--- src/rtl/vga_timing_pkg.sv ---
// Shared VGA raster constants (640x480@60 defaults) and coordinate type.
// No logic; used by the timing generator, its interface and the bench.
// No flow control: constants and a pure helper function only.
package vga_timing_pkg;
  localparam int COORD_W = 10;
  typedef logic [COORD_W-1:0] coord_t;

  localparam int DEF_H_DISPLAY = 640;
  localparam int DEF_H_FRONT   = 16;
  localparam int DEF_H_SYNC    = 96;
  localparam int DEF_H_BACK    = 48;
  localparam int DEF_V_DISPLAY = 480;
  localparam int DEF_V_FRONT   = 10;
  localparam int DEF_V_SYNC    = 2;
  localparam int DEF_V_BACK    = 33;
  localparam int DEF_CLK_DIV   = 4;

  localparam int DEF_H_TOTAL = DEF_H_DISPLAY + DEF_H_FRONT + DEF_H_SYNC + DEF_H_BACK;
  localparam int DEF_V_TOTAL = DEF_V_DISPLAY + DEF_V_FRONT + DEF_V_SYNC + DEF_V_BACK;

  // Inclusive range test on a coordinate; used for the sync pulse decode.
  function automatic logic in_span(coord_t v, coord_t lo, coord_t hi);
    return (v >= lo) && (v <= hi);
  endfunction
endpackage

--- src/rtl/vga_timing_gen_if.sv ---
// Raster timing bundle: pixel enable, syncs, blanking, coordinates, frame strobe.
// Pure wiring, no latency.
// No backpressure: the consumer samples on p_tick, the producer never stalls.
interface vga_timing_gen_if;
  import vga_timing_pkg::*;

  logic   p_tick;
  logic   hsync;
  logic   vsync;
  logic   video_on;
  logic   frame_tick;
  coord_t pixel_x;
  coord_t pixel_y;

  modport master (
    output p_tick, hsync, vsync, video_on, frame_tick, pixel_x, pixel_y
  );

  modport slave (
    input p_tick, hsync, vsync, video_on, frame_tick, pixel_x, pixel_y
  );
endinterface

--- src/rtl/pixel_tick_div.sv ---
// Clock-enable divider: one-clk p_tick pulse every CLK_DIV system clocks.
// First pulse is decoded in the CLK_DIV-th clock after reset release.
// Free running, no backpressure.
module pixel_tick_div #(
  parameter int CLK_DIV = 4
) (
  input  logic clk,
  input  logic reset_n,
  output logic p_tick
);
  localparam int CNT_W = (CLK_DIV > 1) ? $clog2(CLK_DIV) : 1;
  localparam logic [CNT_W-1:0] LAST = CNT_W'(CLK_DIV - 1);

  logic [CNT_W-1:0] div_cnt;

  // Count 0..CLK_DIV-1 and wrap.
  always_ff @(posedge clk or negedge reset_n) begin
    if (!reset_n) begin
      div_cnt <= '0;
    end else if (div_cnt == LAST) begin
      div_cnt <= '0;
    end else begin
      div_cnt <= div_cnt + CNT_W'(1);
    end
  end

  // Decoded straight from the register so the pulse is glitch-free and resets low.
  assign p_tick = (div_cnt == LAST);
endmodule

--- src/rtl/vga_timing_gen.sv ---
// VGA raster timing generator: counters, registered sync/blank decode, frame strobe.
// Syncs/video_on change on the same edge as the coordinates they describe.
// Free running, no backpressure; consumers qualify work with p_tick.
module vga_timing_gen
  import vga_timing_pkg::*;
#(
  parameter int H_DISPLAY = DEF_H_DISPLAY,
  parameter int H_FRONT   = DEF_H_FRONT,
  parameter int H_SYNC    = DEF_H_SYNC,
  parameter int H_BACK    = DEF_H_BACK,
  parameter int V_DISPLAY = DEF_V_DISPLAY,
  parameter int V_FRONT   = DEF_V_FRONT,
  parameter int V_SYNC    = DEF_V_SYNC,
  parameter int V_BACK    = DEF_V_BACK,
  parameter int CLK_DIV   = DEF_CLK_DIV
) (
  input  logic             clk,
  input  logic             reset_n,
  vga_timing_gen_if.master vga
);
  localparam coord_t H_LAST   = coord_t'(H_DISPLAY + H_FRONT + H_SYNC + H_BACK - 1);
  localparam coord_t V_LAST   = coord_t'(V_DISPLAY + V_FRONT + V_SYNC + V_BACK - 1);
  localparam coord_t H_VIS    = coord_t'(H_DISPLAY);
  localparam coord_t V_VIS    = coord_t'(V_DISPLAY);
  localparam coord_t HS_START = coord_t'(H_DISPLAY + H_FRONT);
  localparam coord_t HS_END   = coord_t'(H_DISPLAY + H_FRONT + H_SYNC - 1);
  localparam coord_t VS_START = coord_t'(V_DISPLAY + V_FRONT);
  localparam coord_t VS_END   = coord_t'(V_DISPLAY + V_FRONT + V_SYNC - 1);

  logic   p_tick;
  coord_t h_cnt, v_cnt;
  coord_t h_nxt, v_nxt;
  logic   hsync_reg, vsync_reg, video_on_reg, frame_tick_reg;

  pixel_tick_div #(.CLK_DIV(CLK_DIV)) u_div (
    .clk     (clk),
    .reset_n (reset_n),
    .p_tick  (p_tick)
  );

  // Next raster position: advance x each pixel, y at end of line, wrap both.
  always_comb begin
    h_nxt = h_cnt;
    v_nxt = v_cnt;
    if (p_tick) begin
      if (h_cnt == H_LAST) begin
        h_nxt = '0;
        v_nxt = (v_cnt == V_LAST) ? '0 : v_cnt + coord_t'(1);
      end else begin
        h_nxt = h_cnt + coord_t'(1);
      end
    end
  end

  // Coordinate registers.
  always_ff @(posedge clk or negedge reset_n) begin
    if (!reset_n) begin
      h_cnt <= '0;
      v_cnt <= '0;
    end else begin
      h_cnt <= h_nxt;
      v_cnt <= v_nxt;
    end
  end

  // Decode from the next position so the registered flags line up with the counters.
  // Gated by p_tick so the first pixel after reset stays blanked.
  always_ff @(posedge clk or negedge reset_n) begin
    if (!reset_n) begin
      hsync_reg      <= 1'b1;
      vsync_reg      <= 1'b1;
      video_on_reg   <= 1'b0;
      frame_tick_reg <= 1'b0;
    end else begin
      frame_tick_reg <= p_tick && (h_nxt == '0) && (v_nxt == V_VIS);
      if (p_tick) begin
        hsync_reg    <= !in_span(h_nxt, HS_START, HS_END);
        vsync_reg    <= !in_span(v_nxt, VS_START, VS_END);
        video_on_reg <= (h_nxt < H_VIS) && (v_nxt < V_VIS);
      end
    end
  end

  assign vga.p_tick     = p_tick;
  assign vga.hsync      = hsync_reg;
  assign vga.vsync      = vsync_reg;
  assign vga.video_on   = video_on_reg;
  assign vga.frame_tick = frame_tick_reg;
  assign vga.pixel_x    = h_cnt;
  assign vga.pixel_y    = v_cnt;
endmodule

--- src/flat_wrapper.sv ---
// flat-port wrapper written by rule: the top's interface ports become plain ports
module vga_timing_gen_flat import vga_timing_pkg::*;
#(
  parameter int H_DISPLAY = DEF_H_DISPLAY,
  parameter int H_FRONT   = DEF_H_FRONT,
  parameter int H_SYNC    = DEF_H_SYNC,
  parameter int H_BACK    = DEF_H_BACK,
  parameter int V_DISPLAY = DEF_V_DISPLAY,
  parameter int V_FRONT   = DEF_V_FRONT,
  parameter int V_SYNC    = DEF_V_SYNC,
  parameter int V_BACK    = DEF_V_BACK,
  parameter int CLK_DIV   = DEF_CLK_DIV
)
  (clk, reset_n, vga_p_tick, vga_hsync, vga_vsync, vga_video_on, vga_frame_tick, vga_pixel_x, vga_pixel_y);
  vga_timing_gen_if vga_i ();
  input  logic clk;
  input  logic reset_n;
  output wire logic [$bits(vga_i.p_tick)-1:0] vga_p_tick;
  output wire logic [$bits(vga_i.hsync)-1:0] vga_hsync;
  output wire logic [$bits(vga_i.vsync)-1:0] vga_vsync;
  output wire logic [$bits(vga_i.video_on)-1:0] vga_video_on;
  output wire logic [$bits(vga_i.frame_tick)-1:0] vga_frame_tick;
  output wire logic [$bits(vga_i.pixel_x)-1:0] vga_pixel_x;
  output wire logic [$bits(vga_i.pixel_y)-1:0] vga_pixel_y;
  assign vga_p_tick = vga_i.p_tick;
  assign vga_hsync = vga_i.hsync;
  assign vga_vsync = vga_i.vsync;
  assign vga_video_on = vga_i.video_on;
  assign vga_frame_tick = vga_i.frame_tick;
  assign vga_pixel_x = vga_i.pixel_x;
  assign vga_pixel_y = vga_i.pixel_y;
  vga_timing_gen #(.H_DISPLAY(H_DISPLAY), .H_FRONT(H_FRONT), .H_SYNC(H_SYNC), .H_BACK(H_BACK), .V_DISPLAY(V_DISPLAY), .V_FRONT(V_FRONT), .V_SYNC(V_SYNC), .V_BACK(V_BACK), .CLK_DIV(CLK_DIV)) u_core (.clk(clk), .reset_n(reset_n), .vga(vga_i));
endmodule
--- config.mk ---
export PLATFORM = sky130hd
export DESIGN_NAME = vga_timing_gen_flat
export DESIGN_NICKNAME = d
export VERILOG_FILES = /design/src/rtl/vga_timing_pkg.sv /design/src/rtl/vga_timing_gen_if.sv /design/src/rtl/pixel_tick_div.sv /design/src/rtl/vga_timing_gen.sv /design/src/flat_wrapper.sv
export SDC_FILE = /design/constraint.sdc
export NUM_CORES = 1
export LEC_CHECK = 0
export ABC_AREA = 1
export CAP_MARGIN = 10
export CELL_PAD_IN_SITES_DETAIL_PLACEMENT = 1
export CELL_PAD_IN_SITES_GLOBAL_PLACEMENT = 1
export CORE_MARGIN = 2
export CORE_UTILIZATION = 42
export CTS_CLUSTER_SIZE = 20
export DETAILED_ROUTE_END_ITERATION = 8
export GPL_ROUTABILITY_DRIVEN = 0
export PLACE_DENSITY_LB_ADDON = 0.1
export SYNTH_ARGS = -nofsm -noshare
export SYNTH_HDL_FRONTEND = slang
export SYNTH_SLANG_ARGS = --single-unit
--- constraint.sdc ---
create_clock -name clk -period 3.1 [get_ports clk]
set_input_delay 0.62 -clock clk [delete_from_list [all_inputs] [get_ports clk]]
set_output_delay 0.62 -clock clk [all_outputs]
set_load 0.005 [all_outputs]
== After elaboration in Yosys (flattened, before gate mapping) ==
Cells that the tools add are included.
W data, S select, Z words.

* Register bits: 26
* Output and inout bits: 25
* Bits in read-only memories: 0
* Memories kept: 0
* Logic and storage cells: 34
* Input bits: 2
* Memory bits (writable): 0
* Bits in latches: 0

* Bitwise gates (word level): 0
* Shift operators: 0
* Mux-type cells: 6
* $mul: 0
* Add/sub/neg operators: 3
* Eq/ne operators: 4
* Div/mod/pow operators: 0
* Reduce and logical (&&, ||, !) cells: 8
* Order comparisons: 6

{| class="wikitable"
|+ Operators by type and width
! operator !! number
|-
| $mux W10 || 5
|-
| $add A10 B1 Y10 const B || 2
|-
| $eq A10 B10 Y1 const B || 2
|-
| $eq A10 B9 Y1 const B || 1
|-
| $ge A10 B10 Y1 const B || 1
|-
| $ge A10 B9 Y1 const B || 1
|-
| $le A10 B10 Y1 const B || 1
|-
| $le A10 B9 Y1 const B || 1
|-
| $logic_not A10 Y1 || 1
|-
| $lt A10 B10 Y1 const B || 1
|-
| $lt A10 B9 Y1 const B || 1
|-
| $logic_and A1 B1 Y1 || 5
|-
| $add A2 B1 Y2 const B || 1
|-
| $eq A2 B2 Y1 const B || 1
|-
| $logic_not A1 Y1 || 2
|-
| $mux W2 || 1
|}

== Longest topological paths before layout ==
Gate-level depths: netlist of the first run.

* Depth after elaboration: 7
* Depth in mapped cells: 14
* Depth with buffers taken out: 14

== Hierarchy ==
A second synthesis of the first run with hierarchy kept.

* Cells, all modules: 265
* Area, all modules: 1,716.6 µm²

{| class="wikitable"
|+ Modules (own cells, without submodules)
! module !! cells each !! sequential area each (µm²) !! area an instance (µm²) !! instances
|-
| vga_timing_gen || 261 || 603.1 || 1,650.3 || 1
|-
| pixel_tick_div || 4 || 50.0 || 66.3 || 1
|}

== Worst setup path after synthesis of the first run ==
OpenSTA, ideal clock, no wires.

* Path type: register to register
* From: reg u_core.h_cnt[1], in the netlist u_core.vga.pixel_x[1]
* To: reg u_core.video_on_reg, in the netlist u_core.vga.video_on
* Required time: 2.984 ns
* Slack: 1.341 ns
* Cell stages (with the launch flop): 14
* Buffers on the path: 1
* Setup time: 0.116 ns
* Period minus slack after synthesis: 1.759 ns
* Data arrival time: 1.643 ns
* Cells stage by stage: dfrtp_1 -> ha_1 -> nand2_2 -> nor2_8 -> nand3_4 -> nor2_4 -> buf_6 -> nand3b_4 -> nand2_2 -> inv_2 -> nor2_4 -> nand3_1 -> nand2_1 -> nand2_1

* Longest elaborated chain between the ends: 5
* Elaborated cells on any way between the ends: 9
* Those cells by class: add/sub: 1; order compare: 2; eq/ne: 1; mux: 4; reduce/logical: 1

{| class="wikitable"
|+ Ends and longest elaborated chain
! element !! RTL line !! RTL
|-
| start: declaration || vga_timing_gen.sv:31 || <nowiki>coord_t h_cnt, v_cnt;</nowiki>
|-
| start signal: assignment || vga_timing_gen.sv:61 || <nowiki>h_cnt <= h_nxt;</nowiki>
|-
| $eq A10 B10 Y1 || vga_timing_gen.sv:46 || <nowiki>if (h_cnt == H_LAST) begin</nowiki>
|-
| $mux W10 || vga_timing_gen.sv:46 ||
|-
| $mux W10 || vga_timing_gen.sv:45 || <nowiki>if (p_tick) begin</nowiki>
|-
| via u_core.v_nxt[7] || vga_timing_gen.sv:32 || <nowiki>coord_t h_nxt, v_nxt;</nowiki>
|-
| $lt A10 B9 Y1 || vga_timing_gen.sv:79 || <nowiki>video_on_reg <= (h_nxt < H_VIS) && (v_nxt < V_VIS);</nowiki>
|-
| $logic_and A1 B1 Y1 || vga_timing_gen.sv:79 ||
|-
| end signal: assignment || vga_timing_gen.sv:79 ||
|-
| end: declaration || vga_timing_gen.sv:33 || <nowiki>logic hsync_reg, vsync_reg, video_on_reg, frame_tick_reg;</nowiki>
|}

The timed path passes the listed nets, and every way through them passes these cells.
A chain may end at the register's enable or synchronous reset.

== Worst setup path in the final report of the first run ==
* From: reg u_core.u_div.div_cnt[0]
* To: out vga_p_tick

* Longest elaborated chain between the ends: 1

{| class="wikitable"
|+ Ends and longest elaborated chain
! element !! RTL line !! RTL
|-
| start: declaration || pixel_tick_div.sv:14 || <nowiki>logic [CNT_W-1:0] div_cnt;</nowiki>
|-
| start signal: assignment || pixel_tick_div.sv:23 || <nowiki>div_cnt <= div_cnt + CNT_W'(1);</nowiki>
|-
| $eq A2 B2 Y1 || pixel_tick_div.sv:28 || <nowiki>assign p_tick = (div_cnt == LAST);</nowiki>
|-
| end: declaration || flat_wrapper.sv:18 || <nowiki>output wire logic [$bits(vga_i.p_tick)-1:0] vga_p_tick;</nowiki>
|}

Every way passes these cells.

==> results of run 1 <==
==> power by group <==
part | leakage [nW] | internal [mW] | switching [mW]
Combinational | 0.711 | 0.00192 | 0.00718
Clock | 0.0288 | 0.114 | 0.120
Sequential | 0.337 | 0.339 | 0
Total | 1.08 | 0.455 | 0.127
==> stage by stage <==
step | worst slack [ns] | cell area (um2) | hold slack [ns] | cells | util (%)
after detailed placement | 1.02 | 2030 | 0.461 | 309 | 51.0
after CTS | 0.823 | 2080 | 0.481 | 313 | 52.4
after floorplan | 1.34 | 1730 | 0.324 | 234 | -
after global routing | 0.754 | 2080 | 0.491 | 313 | 52.4
after global placement | 1.10 | 2030 | 0.419 | 309 | 51.0
final | 0.828 | 2080 | 0.475 | 313 | 52.4
==> cells by family after synthesis <==
logic type / after synthesis / synth area share, %
flops: 26 / 37.9
simple gates: 147 / 43.1
buf+inv: 43 / 10.8
xor+xnor: 1 / 0.508
fa+ha+maj: 4 / 2.90
compound gates: 13 / 4.86
==> layout by cell type, fill, tap and decap left out, types with 7 or more instances in the layout <==
| master | count |
|---|---|
| sky130_fd_sc_hd__clkdlybuf4s50_1 | 26 |
| sky130_fd_sc_hd__dfrtp_1 | 24 |
| sky130_fd_sc_hd__inv_1 | 36 |
| sky130_fd_sc_hd__nand2_1 | 63 |
| sky130_fd_sc_hd__nand2_2 | 8 |
| sky130_fd_sc_hd__nand3_1 | 22 |
| sky130_fd_sc_hd__nand4_1 | 7 |
| sky130_fd_sc_hd__nor2_1 | 30 |
==> cell type report <==
cell class	instances	area (um2)
multi-input cells	165	886
inverters	40	150
fillers	536	1890
clock buffers	4	55.1
well taps	50	62.6
repair buffers	28	275
flip-flops and latches	26	653
==> worst min path at each step <==
stage | startpoint | end | cells past startpoint | slack [ns]
4_1_cts | u_core.u_div.div_cnt[0] | u_core.u_div.div_cnt[0] | 1 | 0.48
3_3_place_gp | u_core.u_div.div_cnt[0] | u_core.u_div.div_cnt[0] | 1 | 0.42
2_1_floorplan | reset_n | u_core.u_div.div_cnt[0] | 0 | 0.32
5_1_grt | u_core.u_div.div_cnt[0] | u_core.u_div.div_cnt[0] | 1 | 0.49
6_report | u_core.u_div.div_cnt[0] | u_core.u_div.div_cnt[0] | 1 | 0.48
3_5_place_dp | u_core.u_div.div_cnt[1] | u_core.u_div.div_cnt[1] | 1 | 0.46
==> metal layers <==
| layer | vias up | GRT usage, % |
|---|---|---|
| met5 | - | 0 |
| met4 | 0 | 5.50 |
| met3 | 7 | 1.97 |
| met2 | 26 | 39.8 |
| met1 | 758 | 27.9 |
| li1 | 789 | - |
==> worst register-to-register path, cell delays in order (launching register included) <==
cell,delay (ns)
sky130_fd_sc_hd__dfrtp_1,0.45
sky130_fd_sc_hd__inv_1,0.12
sky130_fd_sc_hd__ha_1,0.16
sky130_fd_sc_hd__nand2_1,0.05
sky130_fd_sc_hd__nor2_1,0.09
sky130_fd_sc_hd__inv_1,0.06
sky130_fd_sc_hd__nor2_1,0.42
sky130_fd_sc_hd__a21oi_1,0.14
sky130_fd_sc_hd__nand3_1,0.14
sky130_fd_sc_hd__nand2_1,0.08
sky130_fd_sc_hd__inv_1,0.10
sky130_fd_sc_hd__nand3_1,0.10
sky130_fd_sc_hd__nand2_1,0.07
sky130_fd_sc_hd__nand2_1,0.05
==> impl.org, run 1 <==
** Min path
- Type of the tightest min-delay check :: flip-flop to flip-flop

** CTS
- Maximum buffer depth of the clock tree :: 2
- Post-CTS Hold Buffers :: 0
- The cell sitting at the root of the clock tree is a sky130_fd_sc_hd__clkbuf_8.
- Clock transition at path regs :: 0.10 ns
- TritonCTS built the clock tree.
- Once the clock tree was built, the resizer swapped 0 gates to a different size.
- Clock sink total :: 26
- CTS HTree Levels :: 1
- TritonCTS created 3 clock buffers.
- Worst skew pair latency :: 0.28 ns
- The number of setup buffers added after CTS is 0.

** STA
- Final critical delay including setup and external delays :: 2.27 ns
- Summed over all failing endpoints, the final setup total negative slack is 0 ns.
- The count of final max-slew check failures came to 0.
- Headroom to the max-slew limit came out at 59.3%.
- The number of failing hold endpoints at the final stage is 0.
- Part of the cycle the worst path needs :: 73.3%
- Unrepaired setup endpoints after global routing :: no
- Clk_skew :: 0.00608 ns
- Maximum operating frequency :: 0.440 GHz
- Endpoints failing setup :: 0
- For the pin with the worst max-slew slack, the measured transition is 0.609 ns.

** Setup path
- STA classifies the critical path startpoint as a flip-flop.
- In this run the critical register-to-register path is launched from u_core.vga.pixel_y[0].
- At the worst endpoint, the arrival time is 1.65 ns.
- Critical Path Max Stage Delay :: 0.58 ns
- In this run the worst path has a maximum fanout of 11.
- Worst Setup End Kind :: output port
- In this run the critical register-to-register path is captured at u_core.vga.video_on.
- Setup slack on the worst reg-to-reg path comes out at 0.99 ns.
- Traced cell by cell, the critical path runs through ha_1, clkdlybuf4s50_1.
- In this run the worst setup path begins at u_core.u_div.div_cnt[0].
- The critical path ends at vga_p_tick.
- Required time of the critical path :: 2.48 ns
- Broken down by cell family, the worst path's largest delay share belongs to buffers and inverters.
- Count of cell instances traversed by the critical path :: 2
- Slowest-stage cell, CP :: sky130_fd_sc_hd__clkdlybuf4s50_1
- The critical path is of the flip-flop to output port type.
- The number of cells on the worst reg-to-reg path is 13.
- Together, buffers and inverters on the worst path number 1.

** Logic synthesis
- In the synthesized netlist the dominant register cell turns out to be sky130_fd_sc_hd__dfrtp_1.
- Most used standard cell by instance count after synthesis :: sky130_fd_sc_hd__nand2_1
- Most frequent cells after synthesis :: sky130_fd_sc_hd__nand2_1, sky130_fd_sc_hd__inv_1, sky130_fd_sc_hd__nor2_1
- Yosys warnings :: 0
- Sorting the synthesized cells by area gives the leading types as sky130_fd_sc_hd__dfrtp_1, sky130_fd_sc_hd__nand2_1, sky130_fd_sc_hd__inv_1, sky130_fd_sc_hd__nor2_1, sky130_fd_sc_hd__nand3_1.
- Number of register bits inferred by synthesis :: 26
- After synthesis, the mean cell area works out to 7.37 um2.
- Post-synthesis net count :: 240
- Proportion of synthesized chip area in sequential cells :: 37.9%
- In this run, synthesis inferred 0 flip-flops with an integrated enable.
- Fraction of registers with async set/reset :: 100%
- Synthesis instantiated 30 different standard cells from the library.
- Summed over its instances, the top area cell type makes up 34.8% of the synthesized netlist area.
- Counting every instance in the synthesized netlist gives 234.
- Cell taking the most area after synthesis :: sky130_fd_sc_hd__dfrtp_1
- Summing every instance area after synthesis gives 0.00173 mm2.

** Floorplan
- Measured along the x axis, the die boundary spans 68.1 um.
- Total die area :: 0.00464 mm2
- Std cell rows :: 23
- In this run the vertical extent of the chip is 68.1 um.
- For this configuration, the core starts out at a cell density of 43.4%.
- Area inside the core boundary :: 0.00397 mm2
- 27 I/O pins were placed.

** Status
- The flow ran to the end, and the final reports show no timing, DRC or antenna violations.

** Pwr
- Leak :: 1.08 nW
- Overall Power :: 0.582 mW
- Maximum ir drop on the vdd rail :: 0.145 mV
- For this design the ratio of total power to cell area is 280 mW/mm2.

** Global route
- The first global-routing pass estimated 7.67 mm of wire.
- Vias in the first global route :: 1584
- For this run, the total global-route usage over all layers was measured as 22.0%.
- Total global routing overflow :: 0
- Entering global routing, the biggest net connects 15 pins.
- The initial antenna violation count was 0.

** Layout
- Area added between synthesis and finish :: 20.7%
- Ant. Diodes :: 0
- Cells with a size suffix above 1 make up 14.1% of the layout.
- For this run, the post-layout net count is 270.

** Routing
- Number of nets still failing antenna checks after routing :: 0
- Detailed-routed wire length on met2 :: 2.31 mm
- For this block, the initial DRC count from the detailed router was 62.
- After detailed routing, the total wire length is 4.64 mm.
- The pre-antenna-repair detailed-routing pass consisted of 4 iterations.
- Highest routed metal layer :: met4
- After detailed routing, the number of remaining DRC violations is 0.
- Routed vias :: 1580
- After detailed routing, the met3 layer carries 117 um of wire.
- After detailed routing, the number of vias per cell comes to 5.05.
- Wire length on met1 :: 2.15 mm
- Wire length per cell after detailed routing :: 14.8 um

** Placement
- Total of buffers placed on input and output ports :: 26
- After legalization and detailed placement, the total HPWL measured 3.65 mm.

** Flow run
- Max-cap violations in this run came to 0.
(Power assumes the default switching activity.)
==> run 2, diff against run 1 <==
--- a/config.mk
+++ b/config.mk
@@ -10,7 +10,7 @@
 export CELL_PAD_IN_SITES_DETAIL_PLACEMENT = 1
 export CELL_PAD_IN_SITES_GLOBAL_PLACEMENT = 1
 export CORE_MARGIN = 2
-export CORE_UTILIZATION = 42
+export CORE_UTILIZATION = 39
 export CTS_CLUSTER_SIZE = 20
 export DETAILED_ROUTE_END_ITERATION = 8
 export GPL_ROUTABILITY_DRIVEN = 0
==> constraint.sdc (replaced) <==
create_clock -name clk -period 2.1 [get_ports clk]
set_input_delay 0.42 -clock clk [delete_from_list [all_inputs] [get_ports clk]]
set_output_delay 0.42 -clock clk [all_outputs]
set_load 0.005 [all_outputs]
==> run 2 against run 1 <==
Against the previous run: clock skew up 0.0020 ns; combinational power increased by 76%; flip-flop and latch count did not move; sequential share of layout area shrank 0.94 points; final area is 3.7% higher; die area rose by 7.2%; clock power up 27%; total power rose by 40%; utilization fell by 2.2 points; largest cell class unchanged; setup slack worse by 0.74 ns; count of clock-buffer cells in the layout is the same.
==> impl.org, run 2 (synthesis gave the netlist of run 1 again) <==
** Routing
- The via count normalized by instance count came to 4.90 (-2.9%).
- Post-route DRC violation count :: 0 (unchanged)
- DRT Wirelength :: 4.74 mm (+2.1%)
- Number of nets still failing antenna checks after routing :: 0 (unchanged)
- Number of design-rule violations left by the first detailed-router iteration :: 50 (-19%)
- Wire length per cell after detailed routing :: 14.7 um (-0.76%)
- Number of optimization iterations in the first detailed-route pass :: 4 (unchanged)
- Routed vias :: 1579 (-0.063%)

** STA
- Max Transition Viols Final :: 0 (unchanged)
- The smallest clock period supported by the final layout is computed as 2.01 ns.
- The worst path uses 95.6% of the clock period.
- The final total negative setup slack came to 0 ns (unchanged).
- Final number of hold-violating endpoints :: 0 (unchanged)
- The transition time at the pin with the least slew margin is 0.543 ns (-0.0661 ns).
- Maximum operating frequency :: 0.498 GHz
- Worst-case headroom to the max-slew limit :: 63.7% (+4.4 points)
- Setup repair after global routing left no endpoint under its margin.
- The largest clock skew in the final design came to 0.00804 ns (+0.00196 ns).
- The count of final setup violators came to 0 (unchanged).

** Global route
- The initial antenna violation count came to 0 (unchanged).
- First-pass GRT wire length :: 7.87 mm (+2.6%)
- Tot GR Track Use :: 20.1% (-1.9 points)
- The pin count of the biggest net entering global routing came to 18 (+3).
- The via count of the first global-routing pass came to 1580 (-0.25%).
- The global-route congestion overflow total was 0 (unchanged).

** Setup path
- The signal arrival time at the worst endpoint is 1.59 ns (-0.06 ns).
- The minimum setup slack among reg-to-reg paths was 0.15 ns (-0.84 ns).
- The endpoint identified for the worst register-to-register timing path is u_core.vga.frame_tick.
- Launch point of the worst reg-to-reg path :: u_core.vga.pixel_x[1]
- Cell count of the worst reg-to-reg path :: 11 (-2)
- Worst-path fanout max :: 5 (-6)
- Critical path start-end classification :: flip-flop to output port
- Worst Setup End Kind :: output port
- Sort of element at the start of the critical path :: flip-flop
- The required time at the worst-slack endpoint was 1.68 ns (-0.80 ns).

** CTS
- The root buffer cell chosen for the clock tree is sky130_fd_sc_hd__clkbuf_8.
- Post-CTS Hold Buffers :: 0 (unchanged)
- Clock sink total :: 26 (unchanged)
- The clock insertion delay at the later pin of the skew report is 0.27 ns (about the same).
- The maximum level of the CTS H-tree is 1 (unchanged).
- CTS buffer count :: 3 (unchanged)
- The clock-pin slew on the worst setup and hold paths is 0.10 ns (about the same).
- Maximum buffer depth of the clock tree :: 2 (unchanged)
- TritonCTS clock tree :: yes

** Layout
- Final #Nets :: 277 (+2.6%)
- Leading cell type in the layout, fill and taps excluded :: sky130_fd_sc_hd__nand2_1
- Post-route core utilization :: 50.3% (-2.2 points)
- From synthesis to final layout, the design area changed by 25.1%.
- Ant. Diodes :: 0 (unchanged)
- The ratio of cells with drive above 1 in the final layout is 17.4% (+3.3 points).
- Leading cell types in the layout, fill and taps excluded :: sky130_fd_sc_hd__nand2_1, sky130_fd_sc_hd__inv_1, sky130_fd_sc_hd__nor2_1, sky130_fd_sc_hd__clkdlybuf4s50_1, sky130_fd_sc_hd__nand3_1

** Floorplan
- Total die area :: 0.00497 mm2 (+7.2%)
- Initial cell density of the core :: 40.2% (-3.3 points)
- The row count is 24 (+4.3%).
- The width of the die came to 70.5 um (+3.6%).
- Area inside the core boundary :: 0.00429 mm2 (+8.1%)
- The I/O pin count came to 27 (unchanged).
- The overall die height came to 70.5 um (+3.6%).

** Min path
- Type of the tightest min-delay check :: flip-flop to flip-flop
- Worst Hold Launch :: u_core.u_div.div_cnt[0]
- Min-Delay Path Depth :: 1 (unchanged)
- For hold timing, the worst endpoint is u_core.u_div.div_cnt[0].

** Pwr
- Total power divided by cell area :: 377 mW/mm2 (+35%)
- The leakage dissipation was 1.11 nW (+3.0%).
- Maximum ir drop on the vdd rail :: 0.202 mV (+40%)

** Placement
- Total of buffers placed on input and output ports :: 26 (unchanged)
- DP Wirelength :: 3.80 mm (+4.0%)

** Status
- The run finished with clean final reports.

** Flow run
- MaxCap Viol Count :: 0 (unchanged)
-- run 2: routing by layer --
layer	up-vias	GRT usage (%)	routed length, um
met5	-	0	0
met4	0	3.85	34
met3	4	2.31	107
met2	23	35.1	2410
met1	755	27.0	2190
li1	797	-	-
-- run 2: worst max-delay path by stage --
| stage | start | endpoint | slack, ns | depth (start not counted) |
|---|---|---|---|---|
| after floorplan | u_core.vga.pixel_x[1] | u_core.vga.video_on | 0.34 | 13 |
| after global placement | u_core.vga.pixel_y[1] | u_core.vga.vsync | 0.12 | 12 |
| after detailed placement | u_core.vga.pixel_x[1] | u_core.vga.vsync | 0.08 | 12 |
| after CTS | u_core.vga.pixel_x[1] | u_core.vga.vsync | 0.05 | 12 |
| after global routing | u_core.u_div.div_cnt[0] | vga_p_tick | 0.003 | 3 |
| final | u_core.u_div.div_cnt[0] | vga_p_tick | 0.09 | 3 |
-- run 2: critical path, cell delays in order (launching register included) --
cell and delay [ns]:
sky130_fd_sc_hd__dfrtp_1 0.36, sky130_fd_sc_hd__ha_1 0.28, sky130_fd_sc_hd__buf_4 0.18, sky130_fd_sc_hd__clkdlybuf4s50_1 0.49
-- run 2: final cells by class --
class                           count  area (um2)
Timing Repair Buffer               35         353
Sequential cell                    26         657
Inverter                           40         150
Multi-Input combinational cell    165         888
Tap cell                           52        65.1
Fill cell                         553        2140
Clock buffer                        4        45.0
-- run 2: metrics by stage --
step	setup WS, ns	hold WS (ns)	power, mW	cells	area (um2)
floorplan	0.341	0.124	0.510	234	1730
global placement	0.118	0.420	0.527	317	2090
detailed placement	0.0767	0.426	0.527	317	2090
CTS	0.0492	0.440	0.820	321	2130
global route	0.00303	0.458	0.848	322	2160
finish	0.0920	0.435	0.814	322	2160
-- run 2: report_power, final --
part / leakage (nW) / switching [mW] / internal, mW / total, mW
Clock: 0.0228 / 0.162 / 0.136 / 0.298
Sequential: 0.332 / 0 / 0.500 / 0.500
Combinational: 0.753 / 0.0107 / 0.00529 / 0.0160
Total: 1.11 / 0.172 / 0.642 / 0.814
-- run 2: repair_timing --
action,CTS,global route
setup endpoints to repair,0,3
buffers inserted,0,1
gates resized for setup,0,4
